File: src/rtl/uart_rx_deframer_if.sv
// Byte handshake between the UART receiver and its consumer.
//   rx_data  : received byte, stable while rx_valid is high
//   rx_valid : a byte is waiting; held until the consumer acknowledges it
//   rx_ack   : consumer has taken rx_data
// master = receiver side (drives data/valid), slave = consumer side (drives ack).
interface uart_rx_deframer_if;
    logic [7:0] rx_data;
    logic       rx_valid;
    logic       rx_ack;

    modport master (
        output rx_data,
        output rx_valid,
        input  rx_ack
    );

    modport slave (
        input  rx_data,
        input  rx_valid,
        output rx_ack
    );
endinterface

File: src/rtl/uart_rx_deframer.sv
// UART 8N1 receiver. Synchronizes rx_line, finds the start edge, samples every bit
// mid-period using a runtime bit period, and hands each byte out on a valid/ack handshake.
// Ports:
//   clk          system clock
//   resetn       asynchronous active-low reset
//   rx_line      asynchronous serial input, idles high
//   bit_period   clk cycles per serial bit (4..1023), latched at frame start
//   rx_busy      high whenever a frame is in progress (state != idle)
//   framing_err  1-cycle pulse when the stop bit is sampled low
//   overrun      1-cycle pulse when a byte lands on top of an unacknowledged one
//   bus          byte handshake (rx_data / rx_valid / rx_ack)
module uart_rx_deframer #(
    parameter int unsigned SYNC_STAGES = 2
) (
    input  logic                       clk,
    input  logic                       resetn,
    input  logic                       rx_line,
    input  logic [9:0]                 bit_period,
    output logic                       rx_busy,
    output logic                       framing_err,
    output logic                       overrun,
    uart_rx_deframer_if.master         bus
);

    typedef enum logic [2:0] {StIdle, StStart, StData, StStop, StBreak} state_e;

    state_e                 state_q;
    logic [SYNC_STAGES-1:0] sync_q;
    logic                   s_line;
    logic [9:0]             cnt_q;
    logic [9:0]             per_q;
    logic [2:0]             idx_q;
    logic [7:0]             shift_q;
    logic [7:0]             data_q;
    logic                   valid_q;
    logic [9:0]             half_m1;
    logic [9:0]             per_m1;

    // Synchronizer resets high so reset release never looks like a start bit.
    always_ff @(posedge clk or negedge resetn) begin
        if (!resetn) begin
            sync_q <= '1;
        end else begin
            sync_q <= {sync_q[SYNC_STAGES-2:0], rx_line};
        end
    end

    assign s_line  = sync_q[SYNC_STAGES-1];
    assign half_m1 = (per_q >> 1) - 10'd1;
    assign per_m1  = per_q - 10'd1;

    always_ff @(posedge clk or negedge resetn) begin
        if (!resetn) begin
            state_q     <= StIdle;
            cnt_q       <= '0;
            per_q       <= '0;
            idx_q       <= '0;
            shift_q     <= '0;
            data_q      <= '0;
            valid_q     <= 1'b0;
            framing_err <= 1'b0;
            overrun     <= 1'b0;
        end else begin
            framing_err <= 1'b0;
            overrun     <= 1'b0;

            if (bus.rx_ack && valid_q) begin
                valid_q <= 1'b0;
            end

            case (state_q)
                StIdle: begin
                    if (!s_line) begin
                        per_q   <= bit_period;
                        cnt_q   <= '0;
                        state_q <= StStart;
                    end
                end

                // Half a period in: confirm the start bit is still low (glitch filter).
                StStart: begin
                    if (cnt_q == half_m1) begin
                        if (!s_line) begin
                            cnt_q   <= '0;
                            idx_q   <= '0;
                            state_q <= StData;
                        end else begin
                            state_q <= StIdle;
                        end
                    end else begin
                        cnt_q <= cnt_q + 10'd1;
                    end
                end

                // LSB arrives first, so shift in from the top.
                StData: begin
                    if (cnt_q == per_m1) begin
                        shift_q <= {s_line, shift_q[7:1]};
                        cnt_q   <= '0;
                        idx_q   <= idx_q + 3'd1;
                        if (idx_q == 3'd7) begin
                            state_q <= StStop;
                        end
                    end else begin
                        cnt_q <= cnt_q + 10'd1;
                    end
                end

                StStop: begin
                    if (cnt_q == per_m1) begin
                        cnt_q <= '0;
                        if (s_line) begin
                            // Overrides any ack-clear above: a coincident ack consumes the
                            // old byte and the new one stays valid.
                            data_q  <= shift_q;
                            valid_q <= 1'b1;
                            overrun <= valid_q & ~bus.rx_ack;
                            state_q <= StIdle;
                        end else begin
                            framing_err <= 1'b1;
                            state_q     <= StBreak;
                        end
                    end else begin
                        cnt_q <= cnt_q + 10'd1;
                    end
                end

                // Line held low after a bad stop bit: wait for idle before re-arming.
                StBreak: begin
                    if (s_line) begin
                        state_q <= StIdle;
                    end
                end

                default: state_q <= StIdle;
            endcase
        end
    end

    assign rx_busy      = (state_q != StIdle);
    assign bus.rx_data  = data_q;
    assign bus.rx_valid = valid_q;

endmodule
File: src/flat_wrapper.sv
// flat-port wrapper written by rule: the top's interface ports become plain ports
module uart_rx_deframer_flat 
#(
    parameter int unsigned SYNC_STAGES = 2
)
  (clk, resetn, rx_line, bit_period, rx_busy, framing_err, overrun, bus_rx_data, bus_rx_valid, bus_rx_ack);
  uart_rx_deframer_if bus_i ();
  input  logic clk;
  input  logic resetn;
  input  logic rx_line;
  input  logic [9:0] bit_period;
  output logic rx_busy;
  output logic framing_err;
  output logic overrun;
  output wire logic [$bits(bus_i.rx_data)-1:0] bus_rx_data;
  output wire logic [$bits(bus_i.rx_valid)-1:0] bus_rx_valid;
  input wire logic [$bits(bus_i.rx_ack)-1:0] bus_rx_ack;
  assign bus_rx_data = bus_i.rx_data;
  assign bus_rx_valid = bus_i.rx_valid;
  assign bus_i.rx_ack = bus_rx_ack;
  uart_rx_deframer #(.SYNC_STAGES(SYNC_STAGES)) u_core (.clk(clk), .resetn(resetn), .rx_line(rx_line), .bit_period(bit_period), .rx_busy(rx_busy), .framing_err(framing_err), .overrun(overrun), .bus(bus_i));
endmodule
File: config.mk
export PLATFORM = sky130hd
export DESIGN_NAME = uart_rx_deframer_flat
export DESIGN_NICKNAME = d
export VERILOG_FILES = /design/src/rtl/uart_rx_deframer_if.sv /design/src/rtl/uart_rx_deframer.sv /design/src/flat_wrapper.sv
export SDC_FILE = /design/constraint.sdc
export NUM_CORES = 1
export LEC_CHECK = 0
export CORE_MARGIN = 2
export CORE_UTILIZATION = 59
export CTS_BUF_LIST = sky130_fd_sc_hd__clkbuf_8
export CTS_CLUSTER_DIAMETER = 120
export DETAILED_ROUTE_END_ITERATION = 6
export MAX_ROUTING_LAYER = met4
export PLACE_DENSITY_LB_ADDON = 0.08
export SLEW_MARGIN = 20
export SYNTH_ARGS = -nofsm -noshare
export SYNTH_HDL_FRONTEND = slang
export SYNTH_SLANG_ARGS = --single-unit
File: constraint.sdc
create_clock -name clk -period 3.6 [get_ports clk]
set_clock_uncertainty 0.1 [all_clocks]
set_input_delay 0.9 -clock clk [delete_from_list [all_inputs] [get_ports clk]]
set_output_delay 0.9 -clock clk [all_outputs]
set_load 0.005 [all_outputs]
==> metrics, run 1 <==
Req. time, crit path 3.70 ns; Inserted Diodes 0; Leak 1.337 nW; count of input and output buffers 25; Synth area leader dfrtp_1; met1 WL 2675 microns; CP arrival 3.30 ns; DR vias 2077; Max-cap violations 0; post-route clock period utilization 88.81%; status completed; Slew @ Worst Pin 0.9002 ns; Final Hold Vio Count 0; Final Net Count 313; Comb pwr share 41.4%; core area 4444 sq um; CP Max Fanout 10; DR WL met3 291 microns; fraction of power spent switching nets 40.45%; Worst-Skew Late Latency 0.31 ns; synth cell count leaders dfrtp_1, mux2_2, o21ai_0; clk sinks 47; Synth Cell Area 2780 sq um; num rows 24; Pre-antenna DRT Iters 4; fin crit period 3.197 ns; Max-slew headroom 39.76%; chip height 72.65 microns; largest net degree at the start of global routing 48; CP max-delay cell or3b_1; Max clock buf depth 2; First DRT Iteration DRCs 148; CTS tree done; path type of the worst min-delay path reg -> reg; routability-driven placement congestion ratio 0.8840; final setup TNS 0 ns; Via density 5.986; Synth cell types 61; placed insts 339; first-pass GRT wire length 9880 microns; Setup CP Type reg -> reg; top cells by area, synth dfrtp_1, mux2_2, xnor2_1; wire per inst 16.70 microns; Clock power frac 18.8%; critical path, cell by cell inv_1, ha_1, or3b_1, nor4b_1, a22oi_1, o21ai_1, and3_1, and4_1, mux2_2; # Post-CTS Setup Buffers 0; Worst Slack Setup Final 0.4028 ns; top layer in use met4; layout cell share with drive strength beyond 1 16.61%; Worst-path clk slew 0.10 ns; count of yosys warnings during synthesis 0; final non-filler cell total 347; Max Fclk 312.8 MHz; final setup fails 0; Num CTS Buffers 5; DP HPWL 4154 microns; top cell type's share of synthesized area 40.50%; final WL 5795 microns; vias in the first global route 1975; dpl ws 0.4184 ns; sequential power share 39.8%; worst IR drop on VDD 303.8 uV; Die X 72.65 microns; Area Growth Syn to Fin 13.19%; Post-DRT Antenna Nets 0; metal2 WL 2741 microns; Syn Nets 296; most common cell in the synthesized netlist dfrtp_1; H-tree depth 2; Startpoint Class flip-flop; unrepaired setup endpoints after global routing no; most common flop cell mapped by yosys dfrtp_1; number of synthesized register bits 47; Async S/R FF share, synth 100.0%; all-layer global routing usage 24.98%; initial antenna violation count 0; Worst Hold Margin 0.2603 ns; total gr overflow 0; post-CTS sizing 0; sequential fraction of the synthesis area 42.39%; EDFF count, synth 0; effective utilization at floorplan 62.56%; Sw Pwr 871.4 uW; Root Buffer clkbuf_8; Cells after Synth 277; hold bufs inserted after CTS 0; Final Max Tran Viols 0; fillers 330; Pwr per Cell Area 684.5 nW/um^2; crit end category flip-flop; DRC viols 0; Avg Inst Size Synth 10.04 sq um; P_int 1.283 mW; total power draw 2.154 mW; crit-path max cell delay 0.46 ns; die area 5277 sq um; Ports 26
[per-stage QoR]
step | area, sq um | utilization [%]
after floorplan | 2780 | -
after global placement | 3028 | 68.13
after detailed placement | 3028 | 68.13
after CTS | 3144 | 70.75
after global routing | 3147 | 70.81
final | 3147 | 70.81
[logic make-up after synthesis]
group / synth area share, %
simple gates: 17.01
compound gates: 17.28
flops: 42.39
buf+inv: 4.410
mux: 9.721
xor+xnor: 6.931
fa+ha+maj: 2.250
[power by group through the flow]
stage	Sequential, mW	Clock, mW	Combinational (mW)
finish	0.858	0.404	0.892
global route	0.882	0.436	0.997
CTS	0.853	0.409	0.887
detailed placement	0.864	0	0.879
global placement	0.861	0	0.868
floorplan	0.734	0	0.829
[layout make-up]
type	instances	area [sq um]	share of cell area (%)
Multi-Input combinational cell	201	1479	47.00
Sequential cell	47	1179	37.46
Timing Repair Buffer	27	262.8	8.350
Clock buffer	5	68.82	2.187
Tap cell	52	65.06	2.068
Clock inverter	3	47.55	1.511
Inverter	12	45.04	1.431
[critical path: cells and delay by family (launching register included)]
family | cells | cell delay [ns]
mux | 1 | 0.38
buf+inv | 1 | 0.11
fa+ha+maj | 1 | 0.24
compound gates | 2 | 0.37
simple gates | 4 | 1.47
flops | 1 | 0.43
[state kept, by name, summed over array words and instances (netlist names)]
name and cells:
u_core.per_q 10, u_core.sync_q 2, u_core.cnt_q 10, u_core.state_q 3, u_core.bus.rx_valid 1, u_core.framing_err 1, u_core.idx_q 3, u_core.overrun 1
u_core.shift_q 8, u_core.bus.rx_data 8
[path summary, 6_finish.rpt]
| check | from | end | slack, ns | cells after the start |
|---|---|---|---|---|
| worst max-delay path | u_core.per_q[2]$_DFFE_PN0P_ | u_core.bus.rx_data[0]$_DFFE_PN0P_ | 0.40 | 9 |
| worst min-delay path | u_core.sync_q[0]$_DFF_PN1_ | u_core.sync_q[1]$_DFF_PN1_ | 0.26 | 0 |
| worst max register to register | u_core.per_q[2]$_DFFE_PN0P_ | u_core.bus.rx_data[0]$_DFFE_PN0P_ | 0.40 | 9 |
| worst min register to register | u_core.sync_q[0]$_DFF_PN1_ | u_core.sync_q[1]$_DFF_PN1_ | 0.26 | 0 |
| max in group asynchronous | resetn | u_core.bus.rx_valid$_DFF_PN0_ | 2.52 | 1 |
| min in group asynchronous | resetn | u_core.per_q[7]$_DFFE_PN0P_ | 0.48 | 1 |
[placed cells by master, fill, tap and decap left out, types with 5 or more instances in the layout]
cell and n:
xnor2_1 15, and3_1 6, ha_1 5, dfrtp_1 45
o21ai_0 19, clkbuf_8 5, xor2_1 7, o21a_1 6
nand2_1 17, a21oi_1 5, nor4_1 6, mux2_2 23
inv_1 12, clkdlybuf4s50_1 24, nor2_1 17
[layer usage]
| layer | up-vias | GRT usage, % |
|---|---|---|
| met2 | 57 | 37.47 |
| met5 | - | - |
| met4 | 0 | 7.407 |
| met1 | 987 | 34.54 |
| li1 | 1026 | - |
| met3 | 7 | 5.110 |
No activity file was read; power rests on OpenSTA's default activity.
==> run 2: changes to the inputs <==
==> constraint.sdc (replaced) <==
create_clock -name clk -period 3.6 [get_ports clk]
set_clock_uncertainty 0.1 [all_clocks]
set_input_delay 0.9 -clock clk [delete_from_list [all_inputs] [get_ports clk]]
set_output_delay 0.9 -clock clk [all_outputs]
set_load 0.02 [all_outputs]
==> results of run 2 <==
The final DEF is identical to that of run 1. Status: completed.
Main changes from that run: total power 2.154 mW -> 2.155 mW
==> run 3: changes to the inputs <==
- PLACE_DENSITY: default -> 0.81
- PLACE_DENSITY_LB_ADDON: 0.08 -> default
==> metrics, run 3 (synthesized netlist as in run 1, its figures left out) <==
crit-path max cell delay 0.51 ns; Slew @ Worst Pin 0.5757 ns; Worst-path clk slew 0.09 ns; Sw Pwr 863.8 uW; status completed; Pre-antenna DRT Iters 4; fillers 350; Final Max Tran Viols 0; CP max-delay cell or3b_2; sequential power share 40.0%; num rows 24; Crit. Startpoint u_core.per_q[0]$_DFFE_PN0P_; FF-to-FF path depth 9; Area Growth Syn to Fin 13.46%; Max clock buf depth 2; R2R Setup Slk 0.34 ns; dpl cell area 3035 sq um; most frequent cells in the layout dfrtp_1, clkdlybuf4s50_1, mux2_2; P_int 1.283 mW; Ports 26; # Post-CTS Setup Buffers 0; hold bufs inserted after CTS 0; effective utilization at floorplan 62.56%; Pwr per Cell Area 680.7 nW/um^2; commonest non-fill, non-tap cell in the layout dfrtp_1; vias in the first global route 1900; die area 5277 sq um; Inserted Diodes 0; first-pass GRT wire length 9218 microns; final WL 5548 microns; routability-driven placement congestion ratio 0.9584; critical path, cell by cell inv_1, ha_1, or3b_2, o22ai_1, nand4_1, a211oi_1, and3_1, and4_1, mux2_2; hold path cells 0; Startpoint Class flip-flop; layout cell share with drive strength beyond 1 16.89%; core area 4444 sq um; path type of the worst min-delay path reg -> reg; Num CTS Buffers 5; CP Max Fanout 10; First DRT Iteration DRCs 143; post-layout util 70.97%; DRC viols 0; final setup TNS 0 ns; Max-slew headroom 61.62%; unrepaired setup endpoints after global routing no; Max-cap violations 0; CP arrival 3.36 ns; Leak 1.343 nW; Clock power frac 18.7%; DR vias 2061; Design Area, Final 3154 sq um; Comb pwr share 41.3%; capture point of the worst reg-to-reg path u_core.bus.rx_data[0]$_DFFE_PN0P_; Req. time, crit path 3.70 ns; CTS tree done; Max Fclk 306.9 MHz; CP bufs+invs 1; Multi-input gate area 1479 sq um; Via density 5.922; DP HPWL 3946 microns; post-route clock period utilization 90.50%; Worst Hold Margin 0.2582 ns; Final Net Count 314; largest net degree at the start of global routing 48; Regs by FF count u_core.cnt_q: 10 flops, u_core.per_q: 10 flops; count of input and output buffers 25; worst IR drop on VDD 314.8 uV; initial antenna violation count 0; fin crit period 3.258 ns; Hold Crit Start u_core.sync_q[0]$_DFF_PN1_; Die X 72.65 microns; FF-to-FF Start u_core.per_q[0]$_DFFE_PN0P_; total power draw 2.147 mW; all-layer global routing usage 23.11%; Post-DRT Antenna Nets 0; worst hold endpoint u_core.sync_q[1]$_DFF_PN1_; fraction of power spent switching nets 40.23%; Worst-Skew Late Latency 0.31 ns; chip height 72.65 microns; clk sinks 47; Final Hold Vio Count 0; Root Buffer clkbuf_8; wire per inst 15.94 microns; Reg area 1179 sq um; crit end category flip-flop; final setup fails 0; post-CTS sizing 0; Setup CP Type reg -> reg; CP delay by family, top simple AND/OR/NAND/NOR gates; total gr overflow 0; H-tree depth 2
-- run 3: worst max path at each step --
stage	to	slack (ns)	depth (start not counted)
floorplan	u_core.bus.rx_data[0]$_DFFE_PN0P_	0.61	12
global placement	u_core.bus.rx_data[2]$_DFFE_PN0P_	0.41	9
detailed placement	u_core.bus.rx_data[0]$_DFFE_PN0P_	0.36	9
CTS	u_core.bus.rx_data[0]$_DFFE_PN0P_	0.36	9
global route	u_core.bus.rx_data[6]$_DFFE_PN0P_	0.07	9
finish	u_core.bus.rx_data[0]$_DFFE_PN0P_	0.34	9
-- run 3: metal layers --
layer / global-route usage [%] / share of wire, %
met5: - / 0
met4: 7.819 / 1.6
met3: 4.696 / 4.4
met2: 33.84 / 44
met1: 32.28 / 50
-- run 3: worst reg2reg max path: stages, from the launching register on --
cell	delay, ns
dfrtp_1	0.45
inv_1	0.10
ha_1	0.18
or3b_2	0.51
o22ai_1	0.21
nand4_1	0.10
a211oi_1	0.38
and3_1	0.25
and4_1	0.49
mux2_2	0.39
-- run 3: power groups by stage --
stage          registers (mW)  clock network (mW)  logic [mW]
6_report                0.858               0.401       0.888
5_1_grt                 0.880               0.424       0.996
3_3_place_gp            0.857                   0       0.865
3_5_place_dp            0.862                   0       0.876
4_1_cts                 0.853               0.409       0.886
2_1_floorplan           0.734                   0       0.831
-- run 3: through the flow --
| step | std cells | setup slack (ns) |
|---|---|---|
| global route | 348 | 0.07466 |
| finish | 348 | 0.3419 |
| detailed placement | 340 | 0.3587 |
| global placement | 340 | 0.4075 |
| CTS | 348 | 0.3600 |
| floorplan | 277 | 0.6116 |
-- run 3: final cells by class --
class,instances,area share (%)
clock buffer,5,2.182
clock inverter,3,1.507
inverter,12,1.428
multi-input combinational,201,46.89
sequential,47,37.37
tap,52,2.063
timing repair buffer,28,8.568
